**src/rtl/pipe_ctrl_pkg.sv**
```systemverilog
// Shared encodings for the pipeline sequencer: FSM states and register-index width.
package pipe_ctrl_pkg;
  localparam int REG_W = 5;

  typedef logic [1:0] state_t;
  localparam state_t IDLE     = 2'd0;
  localparam state_t RUN      = 2'd1;
  localparam state_t MEM_WAIT = 2'd2;
  localparam state_t ERROR    = 2'd3;
endpackage

```
**src/rtl/hazard_detect.sv**
```systemverilog
// Load-use comparator: the EX load writes a register the ID instruction reads.
module hazard_detect
  import pipe_ctrl_pkg::*;
(
  input  logic             idex_memrd,
  input  logic [REG_W-1:0] idex_rd,
  input  logic [REG_W-1:0] ifid_rs1,
  input  logic [REG_W-1:0] ifid_rs2,
  output logic             load_use
);
  // x0 is hardwired zero, so a load targeting it never creates a dependency
  assign load_use = idex_memrd && (idex_rd != '0) &&
                    ((idex_rd == ifid_rs1) || (idex_rd == ifid_rs2));
endmodule

```
**src/rtl/pipeline_hazard_ctrl.sv**
```systemverilog
// Pipeline sequencer: stage write-enables/flushes, dmem handshake, timeout and stall counting.
module pipeline_hazard_ctrl
  import pipe_ctrl_pkg::*;
#(
  parameter int MEM_TIMEOUT = 64,
  parameter int CNT_W       = 32
) (
  input  logic             clk_i,
  input  logic             rst_i,
  input  logic             start_i,
  input  logic [REG_W-1:0] ifid_rs1_i,
  input  logic [REG_W-1:0] ifid_rs2_i,
  input  logic             idex_memrd_i,
  input  logic [REG_W-1:0] idex_rd_i,
  input  logic             branch_taken_i,
  input  logic             exmem_memrd_i,
  input  logic             exmem_memwr_i,
  input  logic             dmem_ack_i,
  output logic             pc_we_o,
  output logic             ifid_we_o,
  output logic             ifid_flush_o,
  output logic             idex_flush_o,
  output logic             exmem_we_o,
  output logic             memwb_we_o,
  output logic             dmem_req_o,
  output logic             err_o,
  output logic [CNT_W-1:0] stall_cnt_o
);
  localparam int TW = (MEM_TIMEOUT > 1) ? $clog2(MEM_TIMEOUT) : 1;

  state_t        state;
  logic [TW-1:0] tmo_cnt;
  logic          load_use;
  logic          mem_op;

  hazard_detect u_hazard (
    .idex_memrd (idex_memrd_i),
    .idex_rd    (idex_rd_i),
    .ifid_rs1   (ifid_rs1_i),
    .ifid_rs2   (ifid_rs2_i),
    .load_use   (load_use)
  );

  assign mem_op     = exmem_memrd_i | exmem_memwr_i;
  assign dmem_req_o = (state == MEM_WAIT);
  assign err_o      = (state == ERROR);

  always_comb begin
    pc_we_o      = 1'b0;
    ifid_we_o    = 1'b0;
    ifid_flush_o = 1'b0;
    idex_flush_o = 1'b0;
    exmem_we_o   = 1'b0;
    memwb_we_o   = 1'b0;
    case (state)
      RUN: begin
        if (mem_op) begin
          // whole pipe frozen until the memory acknowledges
        end else if (load_use) begin
          idex_flush_o = 1'b1;
          exmem_we_o   = 1'b1;
          memwb_we_o   = 1'b1;
        end else begin
          pc_we_o      = 1'b1;
          ifid_we_o    = 1'b1;
          exmem_we_o   = 1'b1;
          memwb_we_o   = 1'b1;
          ifid_flush_o = branch_taken_i;
        end
      end
      MEM_WAIT: begin
        pc_we_o    = dmem_ack_i;
        ifid_we_o  = dmem_ack_i;
        exmem_we_o = dmem_ack_i;
        memwb_we_o = dmem_ack_i;
      end
      default: ;
    endcase
  end

  always_ff @(posedge clk_i or negedge rst_i) begin
    if (!rst_i) begin
      state   <= IDLE;
      tmo_cnt <= '0;
    end else begin
      case (state)
        IDLE: if (start_i) state <= RUN;
        RUN: begin
          tmo_cnt <= '0;
          if (mem_op) state <= MEM_WAIT;
        end
        MEM_WAIT: begin
          if (dmem_ack_i) begin
            tmo_cnt <= '0;
            state   <= RUN;
          end else if (tmo_cnt == TW'(MEM_TIMEOUT - 1)) begin
            state <= ERROR;
          end else begin
            tmo_cnt <= tmo_cnt + 1'b1;
          end
        end
        default: state <= ERROR;
      endcase
    end
  end

  always_ff @(posedge clk_i or negedge rst_i) begin
    if (!rst_i)
      stall_cnt_o <= '0;
    else if ((state == RUN || state == MEM_WAIT) && !pc_we_o && (stall_cnt_o != '1))
      stall_cnt_o <= stall_cnt_o + 1'b1;
  end
endmodule
```
**config.mk**
```make
export PLATFORM = sky130hd
export DESIGN_NAME = pipeline_hazard_ctrl
export DESIGN_NICKNAME = d
export VERILOG_FILES = /design/src/rtl/pipe_ctrl_pkg.sv /design/src/rtl/hazard_detect.sv /design/src/rtl/pipeline_hazard_ctrl.sv
export SDC_FILE = /design/constraint.sdc
export NUM_CORES = 1
export LEC_CHECK = 0
export CORE_AREA = 2 2 68 70
export CTS_BUF_LIST = sky130_fd_sc_hd__clkbuf_4 sky130_fd_sc_hd__clkbuf_8
export CTS_CLUSTER_SIZE = 20
export DETAILED_ROUTE_END_ITERATION = 8
export DIE_AREA = 0 0 70 72
export PLACE_DENSITY = 0.84
export SLEW_MARGIN = 40
export SYNTH_ARGS = -nofsm -noshare
export SYNTH_HDL_FRONTEND = slang
export SYNTH_SLANG_ARGS = --single-unit
```
**constraint.sdc**
```tcl
create_clock -name clk_i -period 4.3 [get_ports clk_i]
set_clock_uncertainty 0.2 [all_clocks]
set_input_delay 1.075 -clock clk_i [delete_from_list [all_inputs] [get_ports clk_i]]
set_output_delay 1.075 -clock clk_i [all_outputs]
set_load 0.02 [all_outputs]
```
==> parameters.txt <==
Parameter                              Value

Run status
  Outcome    complete, no violations

Timing
  Max Freq    0.239 GHz
  Max-Slew Margin vs Limit    66.8%
  Period Utilization, post-route    97.3%
  Unrepaired setup endpoints after global routing    false
  Max-slew violation count    0
  Endpoints failing setup    0
  Worst hold margin    291 ps
  Number of hold-slack violations in the final timing report    0
  Least-Margin Pin Slew    499 ps
  Crit path time final    4180 ps
  Final TNS setup    0 ps

GRT
  Global-route congestion overflow total    0
  First-pass GRT wire length    7.80 mm
  Via count of the first global-routing pass    1701
  Maximum number of pins on one net before global-route repair    41
  GRT Overall Usage    19.8%
  Initial antenna violation count    0

Drt
  Detailed-routing iteration count for the pre-antenna-repair pass    4
  Vias after detailed routing    1785
  Number of remaining DRC errors    0
  Average vias per placed instance    5.33
  Number of nets still failing antenna checks after routing    0
  Post-detailed-route wirelength per cell    14.2 um
  Detailed router's first-iteration violation count    57
  WL final    4.76 mm

Placement
  Global placement routability congestion    0.772
  Detail Placement HPWL    3.51 mm
  I/O Buffers    62

Floorplanning
  Area of the die    5040 um2
  Number of top-level pins    63
  Chip width    70 um
  CORE AREA    4260 um2
  Cell Rows    24
  Floorplan die height    72 um
  Starting Density    50.7%

Clock network
  Clock tree from TritonCTS    yes
  Number of sinks on the clock net    40
  Inserted Clock Buffers    5
  Clock latency of the later-clocked register in the worst-skew pair    300 ps
  Master cell of the clock root buffer    sky130_fd_sc_hd__clkbuf_8
  H-tree depth    2
  Bufs on Longest Clock Path    2
  CTS hold repair buffers    0
  Clock-pin transition on the worst setup and hold timing paths    70 ps

Critical path
  Worst flop-to-flop path startpoint    stall_cnt_o[7]
  Crit path to    idex_flush_o
  Depth of the most critical reg-to-reg path    7
  Maximum net fanout on the critical path    2
  Family with the most delay on the worst path    buffers and inverters
  Critical-path cell list    clkdlybuf4s50_1, buf_4, xnor2_1, nand3_1, o22ai_2, nand2_1, nor2_1, clkdlybuf4s50_1
  Critical Setup Path Class    input pin to primary output
  Setup slack, reg-to-reg    1760 ps
  Setup crit start    idex_rd_i[2]
  Capture instance of the worst register-to-register path    stall_cnt_o[5]
  Crit path largest cell delay    610 ps
  Crit-path most repeated cell    sky130_fd_sc_hd__clkdlybuf4s50_1
  Setup crit end kind    primary output
  Startpoint Class    input pin
  Critical path depth in cells    8
  Data arrival, critical path    2910 ps
  Buffer and inverter count on the worst path    3
  Data required time at the worst endpoint    3020 ps
  Slowest stage cell on the critical path    sky130_fd_sc_hd__clkdlybuf4s50_1

Power
  Internal    765 uW
  Sw frac    39.2%
  Leakage component of the power    0.00123 uW
  Worst IR Drop VDD    0.000319 V
  Total power density per cell area    429 nW/um2
  Final Total Pwr    1260 uW
  Combinational power share    43.3%
  Power spent charging and discharging nets    494 uW
  Clock network fraction of design power    19.1%
  Part of the power in registers    37.6%

Yosys
  Cell type with the highest aggregate area in the netlist    sky130_fd_sc_hd__dfrtp_1
  Flip-flop and latch count after synthesis    40
  Ys flop type    sky130_fd_sc_hd__dfrtp_1
  Seq/Total Area, Yosys    46.3%
  Count of different cell masters after synthesis    37
  Count of flip-flops with a built-in enable after synthesis    0
  Warnings from Yosys    0
  Top cell type's share of synthesized area    46.3%
  Mean instance size in the synthesized netlist    10.1 um2
  Cell area after technology mapping    2160 um2
  Instance count of the mapped netlist    214
  Leading cell types by total area after synthesis    sky130_fd_sc_hd__dfrtp_1, sky130_fd_sc_hd__xnor2_1, sky130_fd_sc_hd__nand2_1
  Total nets after synthesis    243
  Async set-reset flop share out of synthesis    100%

Layout
  Fraction of final layout cells with drive strength greater than 1    9.89%
  Fraction of the core area covered by cells at the end of the flow    68.7%
  Multi-input logic area    1100 um2
  P&R area growth vs syn    35.5%
  Area taken by flip-flops and latches    1000 um2
  Final #Nets    312
  Commonest non-fill, non-tap cell in the layout    sky130_fd_sc_hd__clkdlybuf4s50_1
  Top library cells by usage in the layout, fill and taps aside    sky130_fd_sc_hd__clkdlybuf4s50_1, sky130_fd_sc_hd__dfrtp_1, sky130_fd_sc_hd__xnor2_1
  Ant diodes    0
  Fillers    352

Flow run
  Maximum capacitance violations    0

Hold path
  Min-Delay Path Class    flop to flop
  Launch point of the worst hold path    stall_cnt_o[10]
  Number of cells on the worst hold path    1
[worst min path at each step]
stage | end | slack [ps]
2_1_floorplan | tmo_cnt[1] | 280
3_3_place_gp | stall_cnt_o[23] | 270
3_5_place_dp | stall_cnt_o[23] | 280
4_1_cts | stall_cnt_o[10] | 300
5_1_grt | stall_cnt_o[10] | 310
6_report | stall_cnt_o[10] | 290
[cell families (layout without fill, tap and decap cells)]
logic type,after synthesis,in the layout,synth area share (%)
flip-flops,40,40,46.3
AO/OA/AOI/OAI,24,24,7.11
adder cells (fa/ha/maj),6,6,3.47
AND/OR/NAND/NOR,90,90,22.9
XOR/XNOR,41,41,16.9
buffers and inverters,13,82,3.30
[worst register-to-register path: cells and delay by family, from the launching register on]
family | cells | cell delay [ps]
xor gates and xnor gates | 1 | 130
DFF | 1 | 450
AOI/OAI and AO/OA | 1 | 430
and+or+nand+nor | 5 | 1200
[synthesized netlist by cell type, drive strengths merged, types with 6 or more instances]
cell and instances:
nor2 10, nand4 15, inv 6, ha 6, nand3 13, a21oi 8
dfrtp 40, o21ai 6, nand2 27, and3 7, xnor2 37
[routing by layer]
layer / track usage, % / vias up / part of all wire, %
met5: 0 / - / 0
met4: 7.05 / 0 / 1.4
met3: 6.67 / 7 / 6.6
met2: 31.9 / 61 / 47
met1: 25.1 / 836 / 45
li1: - / 881 / -
[power groups by stage]
| stage | Combinational, uW | Sequential (uW) | Clock (uW) |
|---|---|---|---|
| after floorplan | 353 | 506 | 0 |
| after global placement | 538 | 479 | 0 |
| after detailed placement | 552 | 481 | 0 |
| after CTS | 548 | 474 | 245 |
| after global routing | 590 | 482 | 260 |
| final | 544 | 474 | 240 |
[registers in the layout (all words and copies together) (netlist names)]
signal and flops:
stall_cnt_o 32, state 2, tmo_cnt 6
[layout make-up]
class,instances,share of cell area [%]
Inverter,6,0.769
Sequential cell,40,34.2
Timing Repair Buffer,69,22.5
Tap cell,52,2.22
Multi-Input combinational cell,161,37.6
Clock buffer,6,2.60
Clock inverter,1,0.171
[what timing repair did]
action | CTS | global route
setup buffers | 0 | 0
pin swaps | 0 | 0
resized for setup | 4 | 5
endpoints found under the setup margin | 3 | 3
[metrics by stage]
step	worst slack [ps]	cells	area [um2]
6_report	116	335	2930
5_1_grt	1.78	335	2930
4_1_cts	44.3	335	2930
3_5_place_dp	-293	328	2850
3_3_place_gp	-228	328	2850
2_1_floorplan	306	214	2160
No activity file was read; power rests on OpenSTA's default activity.
